### src/rtl/clk_switch_ctrl.sv
// rtl/clk_switch_ctrl.sv - round-robin sequencer driving the glitch-free clock mux select
module clk_switch_ctrl #(
    parameter int NREQ       = 2,
    parameter int SETTLE_CYC = 8,
    parameter int DWELL_CYC  = 16,
    parameter int CNT_W      = 8,
    localparam int ID_W      = (NREQ > 1) ? $clog2(NREQ) : 1
) (
    input  logic            clk,
    input  logic            rst_n,
    input  logic [NREQ-1:0] req,
    input  logic [NREQ-1:0] req_sel,
    output logic [NREQ-1:0] ack,
    output logic            select,
    output logic            busy,
    output logic [ID_W-1:0] grant_id,
    output logic            dropped
);

    typedef enum logic [2:0] {IDLE, GRANT, SETTLE, ACK, DWELL} state_t;

    state_t          state;
    logic [CNT_W-1:0] counter;
    logic [ID_W-1:0] rr_ptr;
    logic            target;
    logic            switched;

    logic            found;
    logic [ID_W-1:0] pick;
    logic [ID_W-1:0] ptr_next;

    // First requesting index at or after rr_ptr, wrapping around.
    always_comb begin
        found = 1'b0;
        pick  = '0;
        for (int i = 0; i < NREQ; i++) begin
            if (!found && req[(int'(rr_ptr) + i) % NREQ]) begin
                found = 1'b1;
                pick  = ID_W'((int'(rr_ptr) + i) % NREQ);
            end
        end
        ptr_next = (pick == ID_W'(NREQ - 1)) ? '0 : pick + 1'b1;
    end

    always_ff @(posedge clk or negedge rst_n) begin
        if (!rst_n) begin
            state    <= IDLE;
            counter  <= '0;
            rr_ptr   <= '0;
            target   <= 1'b0;
            switched <= 1'b0;
            select   <= 1'b0;
            ack      <= '0;
            busy     <= 1'b0;
            grant_id <= '0;
            dropped  <= 1'b0;
        end else begin
            ack     <= '0;
            dropped <= 1'b0;
            case (state)
                IDLE: begin
                    if (found) begin
                        grant_id <= pick;
                        target   <= req_sel[pick];
                        rr_ptr   <= ptr_next;
                        busy     <= 1'b1;
                        state    <= GRANT;
                    end
                end
                GRANT: begin
                    if (target == select) begin
                        ack      <= NREQ'(1) << grant_id;
                        switched <= 1'b0;
                        state    <= ACK;
                    end else begin
                        select   <= target;
                        counter  <= CNT_W'(SETTLE_CYC - 1);
                        switched <= 1'b1;
                        state    <= SETTLE;
                    end
                end
                SETTLE: begin
                    if (counter == '0) begin
                        // A requester that gave up mid-handover still leaves the new clock in place.
                        if (req[grant_id]) begin
                            ack   <= NREQ'(1) << grant_id;
                            state <= ACK;
                        end else begin
                            dropped <= 1'b1;
                            counter <= CNT_W'(DWELL_CYC - 1);
                            state   <= DWELL;
                        end
                    end else begin
                        counter <= counter - 1'b1;
                    end
                end
                ACK: begin
                    if (switched) begin
                        counter <= CNT_W'(DWELL_CYC - 1);
                        state   <= DWELL;
                    end else begin
                        busy  <= 1'b0;
                        state <= IDLE;
                    end
                end
                DWELL: begin
                    if (counter == '0) begin
                        busy  <= 1'b0;
                        state <= IDLE;
                    end else begin
                        counter <= counter - 1'b1;
                    end
                end
                default: begin
                    busy  <= 1'b0;
                    state <= IDLE;
                end
            endcase
        end
    end

endmodule
### config.mk
export PLATFORM = sky130hd
export DESIGN_NAME = clk_switch_ctrl
export DESIGN_NICKNAME = d
export VERILOG_FILES = /design/src/rtl/clk_switch_ctrl.sv
export SDC_FILE = /design/constraint.sdc
export NUM_CORES = 1
export LEC_CHECK = 0
export CAP_MARGIN = 20
export CORE_MARGIN = 2
export CORE_UTILIZATION = 59
export DETAILED_ROUTE_END_ITERATION = 12
export GPL_TIMING_DRIVEN = 0
export PLACE_DENSITY = 0.83
export SYNTH_ARGS = -nofsm -noshare
export SYNTH_HDL_FRONTEND = slang
export SYNTH_SLANG_ARGS = --single-unit
export TNS_END_PERCENT = 50
### constraint.sdc
create_clock -name clk -period 5.89 [get_ports clk]
set_input_delay 0.589 -clock clk [delete_from_list [all_inputs] [get_ports clk]]
set_output_delay 0.589 -clock clk [all_outputs]
set_load 0.01 [all_outputs]
==> results.toml, run 1 <==
[floorplanning]
io_pins = 12
fp-row-count = 15
core_area_um2 = 1780
fp.dieH_um = 48.0
die_area_um2 = 2310
start_util_pct = 64.1
die_w_um = 48.0

[finish]
area_growth_pct = 13.8
layout.cells.non_filler = 164
drive_gt1_share_pct = 10.1
design_area_um2 = 1300
layout.nets = 147
antenna_cells = 0
final_util_pct = 73.0

[grt]
grt_pass1_wl_um = 3940
met1_usage_pct = 35.3
grt_use_met3_pct = 3.77
grt_pass1_vias = 889
grt_max_degree = 21
gr-total-overflow = 0
met2_usage_pct = 36.5
busiest_layer = "met2"
gr-usage-all-layers_pct = 24.4
antenna_found_initial = 0

[yosys]
ys_ff_latch = 20
synth_async_sr_flop_share_pct = 100
synthAdderAreaFrac_pct = 1.09
synth_warnings = 0
synthesis.area_um2 = 1140
yosys.area_share.xor_xnor_pct = 0.766
yosysUniqueCellTypes = 42
ys_dominant_reg_cell = "dfrtp_1"
ys_seq_area_share_pct = 43.8
synth_top_area_share_pct = 43.8
ys_top_cells_by_count = "dfrtp_1, nor2_1, a21oi_1"
synthCells = 126
synth_nets = 133
synth_most_common_cell = "dfrtp_1"
synth_edf_count = 0
muxShareOfSynthArea_pct = 3.83
synth_top_family_by_area = "simple AND/OR/NAND/NOR gates"
synth_compound_area_share_pct = 22.6
synth_top_area_cell = "dfrtp_1"
syn_avg_cell_area_um2 = 9.08
synth_area_leaders = "dfrtp_1, nor2_1, a21oi_1, o21ai_0, nor3_1"
yosys.area_share.simple_pct = 24.7

[drt]
drc = 0
finalWirelength_um = 2370
drt_iter0_drc = 35
dr.pass1.iters = 4
drt-vias-per-instance = 6.13
ant_nets = 0
wire_per_inst_um = 14.5
num_vias = 1005

[outcome]
outcome = "complete, no violations"

[placement]
place_hpwl_um = 1720
portBuffers = 9
place_inst = 160
dp_slack_ns = 3.41
place_congestion = 0.832
placed_area_um2 = 1260

[worst_hold_path]
hp-start = "rr_ptr"
min_path_type = "flop to flop"

[timing]
min_period_over_period_pct = 42.9
worst_hold_slack_ns = 0.545
finalSetupViolCount = 0
worst_pin_slew_ns = 0.879
hold_viol_final = 0
fin_ws_ns = 3.36
drv_slew = 0
fmax_mhz = 396
rsz0062_at_grt = "no"
clock_skew_ns = 0.0134
fin_setup_tns_ns = 0
fin_crit_ns = 2.53
slew-limit-headroom_pct = 41.2

[setup_path]
crit_slowest_cell = "or3b_2"
crit_required_ns = 6.09
path_max_fanout = 6
crit_type = "flop to flop"
cp.buffers_inverters = 2
path_cells = "inv_1 > ha_1 > or3b_2 > nand2b_4 > nor3_2 > or2_1 > clkbuf_2 > mux2_2"
cpLargestDelayFamily = "simple AND/OR/NAND/NOR gates"
crit_start = "counter[0]"
r2r_start = "counter[0]"
start_kind = "flop"
end_kind = "flop"
crit_arrival_ns = 2.72
max_stage_delay_ns = 0.52

[cts]
post_cts_buffers = 0
h-tree-depth = 1
cts_buffers = 3
cts_tree = "built"
cts_max_path_buffers = 2
cts-hold-fix-buffers = 0
path_clk_slew_ns = 0.12
cts.sinks = 20
clkLatencyLatePin_ns = 0.31
cts_resized = 0
cts_root_buffer = "clkbuf_4"

[power_and_ir_drop]
ir_drop_mv = 0.313
leakagePower_nw = 0.569
power.total_mw = 0.629
powerDensity_nw_per_um2 = 483

[job]
drv_cap = 0
==> power breakdown <==
part / internal [mW] / leakage [nW] / total, mW / switching, mW
combinational: 0.142 / 0.302 / 0.324 / 0.182
sequential: 0.181 / 0.246 / 0.223 / 0.0422
clock: 0.0378 / 0.0210 / 0.0818 / 0.0440
==> layout by cell type (no fill, tap or decap), drive strengths merged, types with 2 or more instances in the layout <==
cell | synthesis | final
dfrtp | 20 | 20
nor2 | 15 | 15
a21oi | 10 | 10
clkdlybuf4s50 | 0 | 9
clkbuf | 5 | 9
o21ai | 8 | 8
nor3 | 8 | 8
nand2 | 6 | 6
nand2b | 5 | 5
o21a | 4 | 4
inv | 3 | 3
or3 | 3 | 3
a31oi | 3 | 3
mux2 | 3 | 3
and3 | 3 | 3
or4 | 2 | 2
nor2b | 2 | 2
or2 | 2 | 2
a21o | 2 | 2
a221o | 2 | 2
nand3b | 2 | 2
==> routing by layer <==
metal  share of wire [%]  up-vias
met1                  46      475
met2                  47       34
met3                 6.2        4
met5                   0        -
li1                    -      492
met4                 1.4        0
==> sequential cells by signal, summed over array words and instances, names as in the netlist <==
signal / flops
switched: 1
counter: 8
state: 3
ack: 2
target: 1
rr_ptr: 1
select: 1
dropped: 1
grant_id: 1
busy: 1
==> layout make-up <==
| type | count | area, um^2 |
|---|---|---|
| buffer | 6 | 25.0 |
| multi-input combinational | 97 | 607 |
| fill | 138 | 482 |
| inverter | 3 | 11.3 |
| tap | 25 | 31.3 |
| timing repair buffer | 9 | 90.1 |
| clock buffer | 4 | 36.3 |
| sequential | 20 | 500 |
==> worst reg2reg max path: cells and delay by family (launching register included) <==
kind	cells	cell delay (ns)
adders and majority gates	1	0.18
DFF	1	0.43
buffers and inverters	2	0.24
and+or+nand+nor	4	1.21
muxes	1	0.35
==> logic make-up after synthesis <==
logic type	Yosys count
multiplexers	4
XOR/XNOR	1
buffers and inverters	9
flip-flops	20
AND/OR/NAND/NOR	52
AO/OA/AOI/OAI	39
adder cells (fa/ha/maj)	1
==> final timing paths <==
check                             end  slack (ns)  cells after the start
max                        counter[1]        3.36                      8
min                            rr_ptr        0.55                      1
max reg2reg                counter[1]        3.36                      8
min reg2reg                    rr_ptr        0.55                      1
max in group asynchronous  counter[1]        4.58                      1
min in group asynchronous  counter[0]        0.76                      1
Note: power is estimated with default switching activity, not from simulation.
==> run 2, diff against run 1 <==
CORE_UTILIZATION = 49   (was 59)
PLACE_DENSITY = 0.73   (was 0.83)
clock period = 2.16 ns   (was 5.89 ns; I/O delays follow)
==> run 2 against run 1 <==
Maximum frequency grew 20%. Flip-flop and latch count is the same. Worst setup slack lost 3.3 ns. Register-to-register slack lost 3.3 ns. Via count shrank 0.20%. Critical path depth shrank 3. Design area grew 6.1%. Power grew to 2.9 times the previous value. Final cell count grew 4.3%. Clock skew shrank 0.012 ns. Hold slack lost 0.25 ns. Critical path type unchanged. Critical endpoint is now counter[7]. Largest cell class unchanged.
==> results.toml, run 2 (synthesis gave the netlist of run 1 again) <==
[outcome]
outcome = "complete, no violations"

[cts]
cts.sinks = 20
cts_tree = "built"
cts_max_path_buffers = 2
clkLatencyLatePin_ns = 0.29
cts_root_buffer = "clkbuf_4"
cts_buffers = 3
path_clk_slew_ns = 0.10
cts-hold-fix-buffers = 0
h-tree-depth = 1

[timing]
rsz0062_at_grt = "yes"
min_period_over_period_pct = 97.8
clock_skew_ns = 0.000907
finalSetupViolCount = 0
drv_slew = 0
fmax_mhz = 473
fin_crit_ns = 2.11
slew-limit-headroom_pct = 40.0
worst_hold_slack_ns = 0.291
hold_viol_final = 0
worst_pin_slew_ns = 0.897

[setup_path]
rrSetupSlack_ns = 0.05
crit_required_ns = 2.35
cp.buffers_inverters = 0
r2r_start = "counter[0]"
crit_type = "flop to flop"
path_cells = "or4_4 > or2_1 > or3_1 > and3_1 > a221o_1"
start_kind = "flop"
rr_endpoint = "counter[7]"
cpLargestDelayFamily = "simple AND/OR/NAND/NOR gates"
crit_arrival_ns = 2.30
end_kind = "flop"
ff2ff_path_depth = 5
path_max_fanout = 5
max_stage_delay_ns = 0.55
crit_slowest_cell = "or4_4"

[power_and_ir_drop]
leakagePower_nw = 0.603
ir_drop_mv = 0.915
powerDensity_nw_per_um2 = 1320
power.total_mw = 1.83

[job]
drv_cap = 0

[floorplanning]
die_area_um2 = 2740
core_area_um2 = 2210
start_util_pct = 51.7
io_pins = 12
die_w_um = 52.3
fp.dieH_um = 52.3
fp-row-count = 17

[finish]
regArea_um2 = 500
regMostFlops = "counter"
reg_top3 = "counter: 8 flops, state: 3 flops, ack: 2 flops"
area_growth_pct = 20.7
layout_common_cells = "dfrtp_1, nor2_1, a21oi_1"
multi_input_area_um2 = 639
layout.nets = 152
antenna_cells = 0
layout.cells.non_filler = 171
nFillCells = 193
final_common_cell = "dfrtp_1"
largest_register_ffs = 8
drive_gt1_share_pct = 16.1

[grt]
grt_pass1_wl_um = 3880
grt_max_degree = 21
antenna_found_initial = 0
gr-total-overflow = 0
grt_pass1_vias = 898
gr-usage-all-layers_pct = 18.7

[worst_hold_path]
whs_endpoint = "ack[0]"
hp-start = "req[0]"
holdPathStages = 3
min_path_type = "primary input to flop"

[drt]
wire_per_inst_um = 14.0
dr.pass1.iters = 4
drc = 0
ant_nets = 0
num_vias = 1003
finalWirelength_um = 2390
drt-vias-per-instance = 5.87
drt_iter0_drc = 25

[placement]
portBuffers = 9
place_hpwl_um = 1620
place_congestion = 0.832
place_inst = 163
run 2: cell type report:
cell class | count | area share [%]
Buffer | 6 | 2.27
Multi-Input combinational cell | 97 | 46.3
Clock buffer | 3 | 1.63
Timing Repair Buffer | 14 | 10.2
Sequential cell | 20 | 36.3
Inverter | 3 | 0.816
Tap cell | 28 | 2.54
run 2: layer usage:
metal	part of all wire [%]	track usage [%]
met1	49	24.8
met2	46	30.0
met3	4.3	5.71
met4	0.63	3.85
met5	0	0
run 2: worst reg2reg max path, delay by kind of cell (launching register included):
family	cells	cell delay [ns]
AOI/OAI and AO/OA	1	0.26
DFF	1	0.43
and+or+nand+nor	4	1.31
run 2: how the worst max path moves through the flow:
stage,endpoint,slack [ns],cells past startpoint,from
final,counter[7],0.05,5,counter[0]
after global routing,counter[0],-0.03,8,counter[0]
after CTS,counter[1],0.009,8,counter[0]
after detailed placement,counter[1],-0.08,8,counter[0]
after global placement,counter[1],-0.05,8,counter[0]
after floorplan,counter[0],0.1,8,counter[0]
run 2: report_power, final:
part           internal, mW  switching (mW)  total (mW)
clock                0.0649           0.106       0.171
sequential            0.494           0.126       0.619
combinational         0.499           0.539        1.04
run 2: stage by stage:
step	cell area [um^2]	setup WS, ns	utilization [%]	setup TNS [ns]
after floorplan	1150	0.0990	-	0
after global placement	1280	-0.0545	57.7	-0.108
after detailed placement	1280	-0.0809	57.7	-0.155
after CTS	1320	0.00891	59.8	0
after global routing	1380	-0.0315	62.4	-0.106
final	1380	0.0477	62.4	0
run 2: timing repair:
action                     CTS  global route
setup endpoints to repair    2             6
resized for setup            2             6
setup buffers                2             3
pin swaps                    1             5
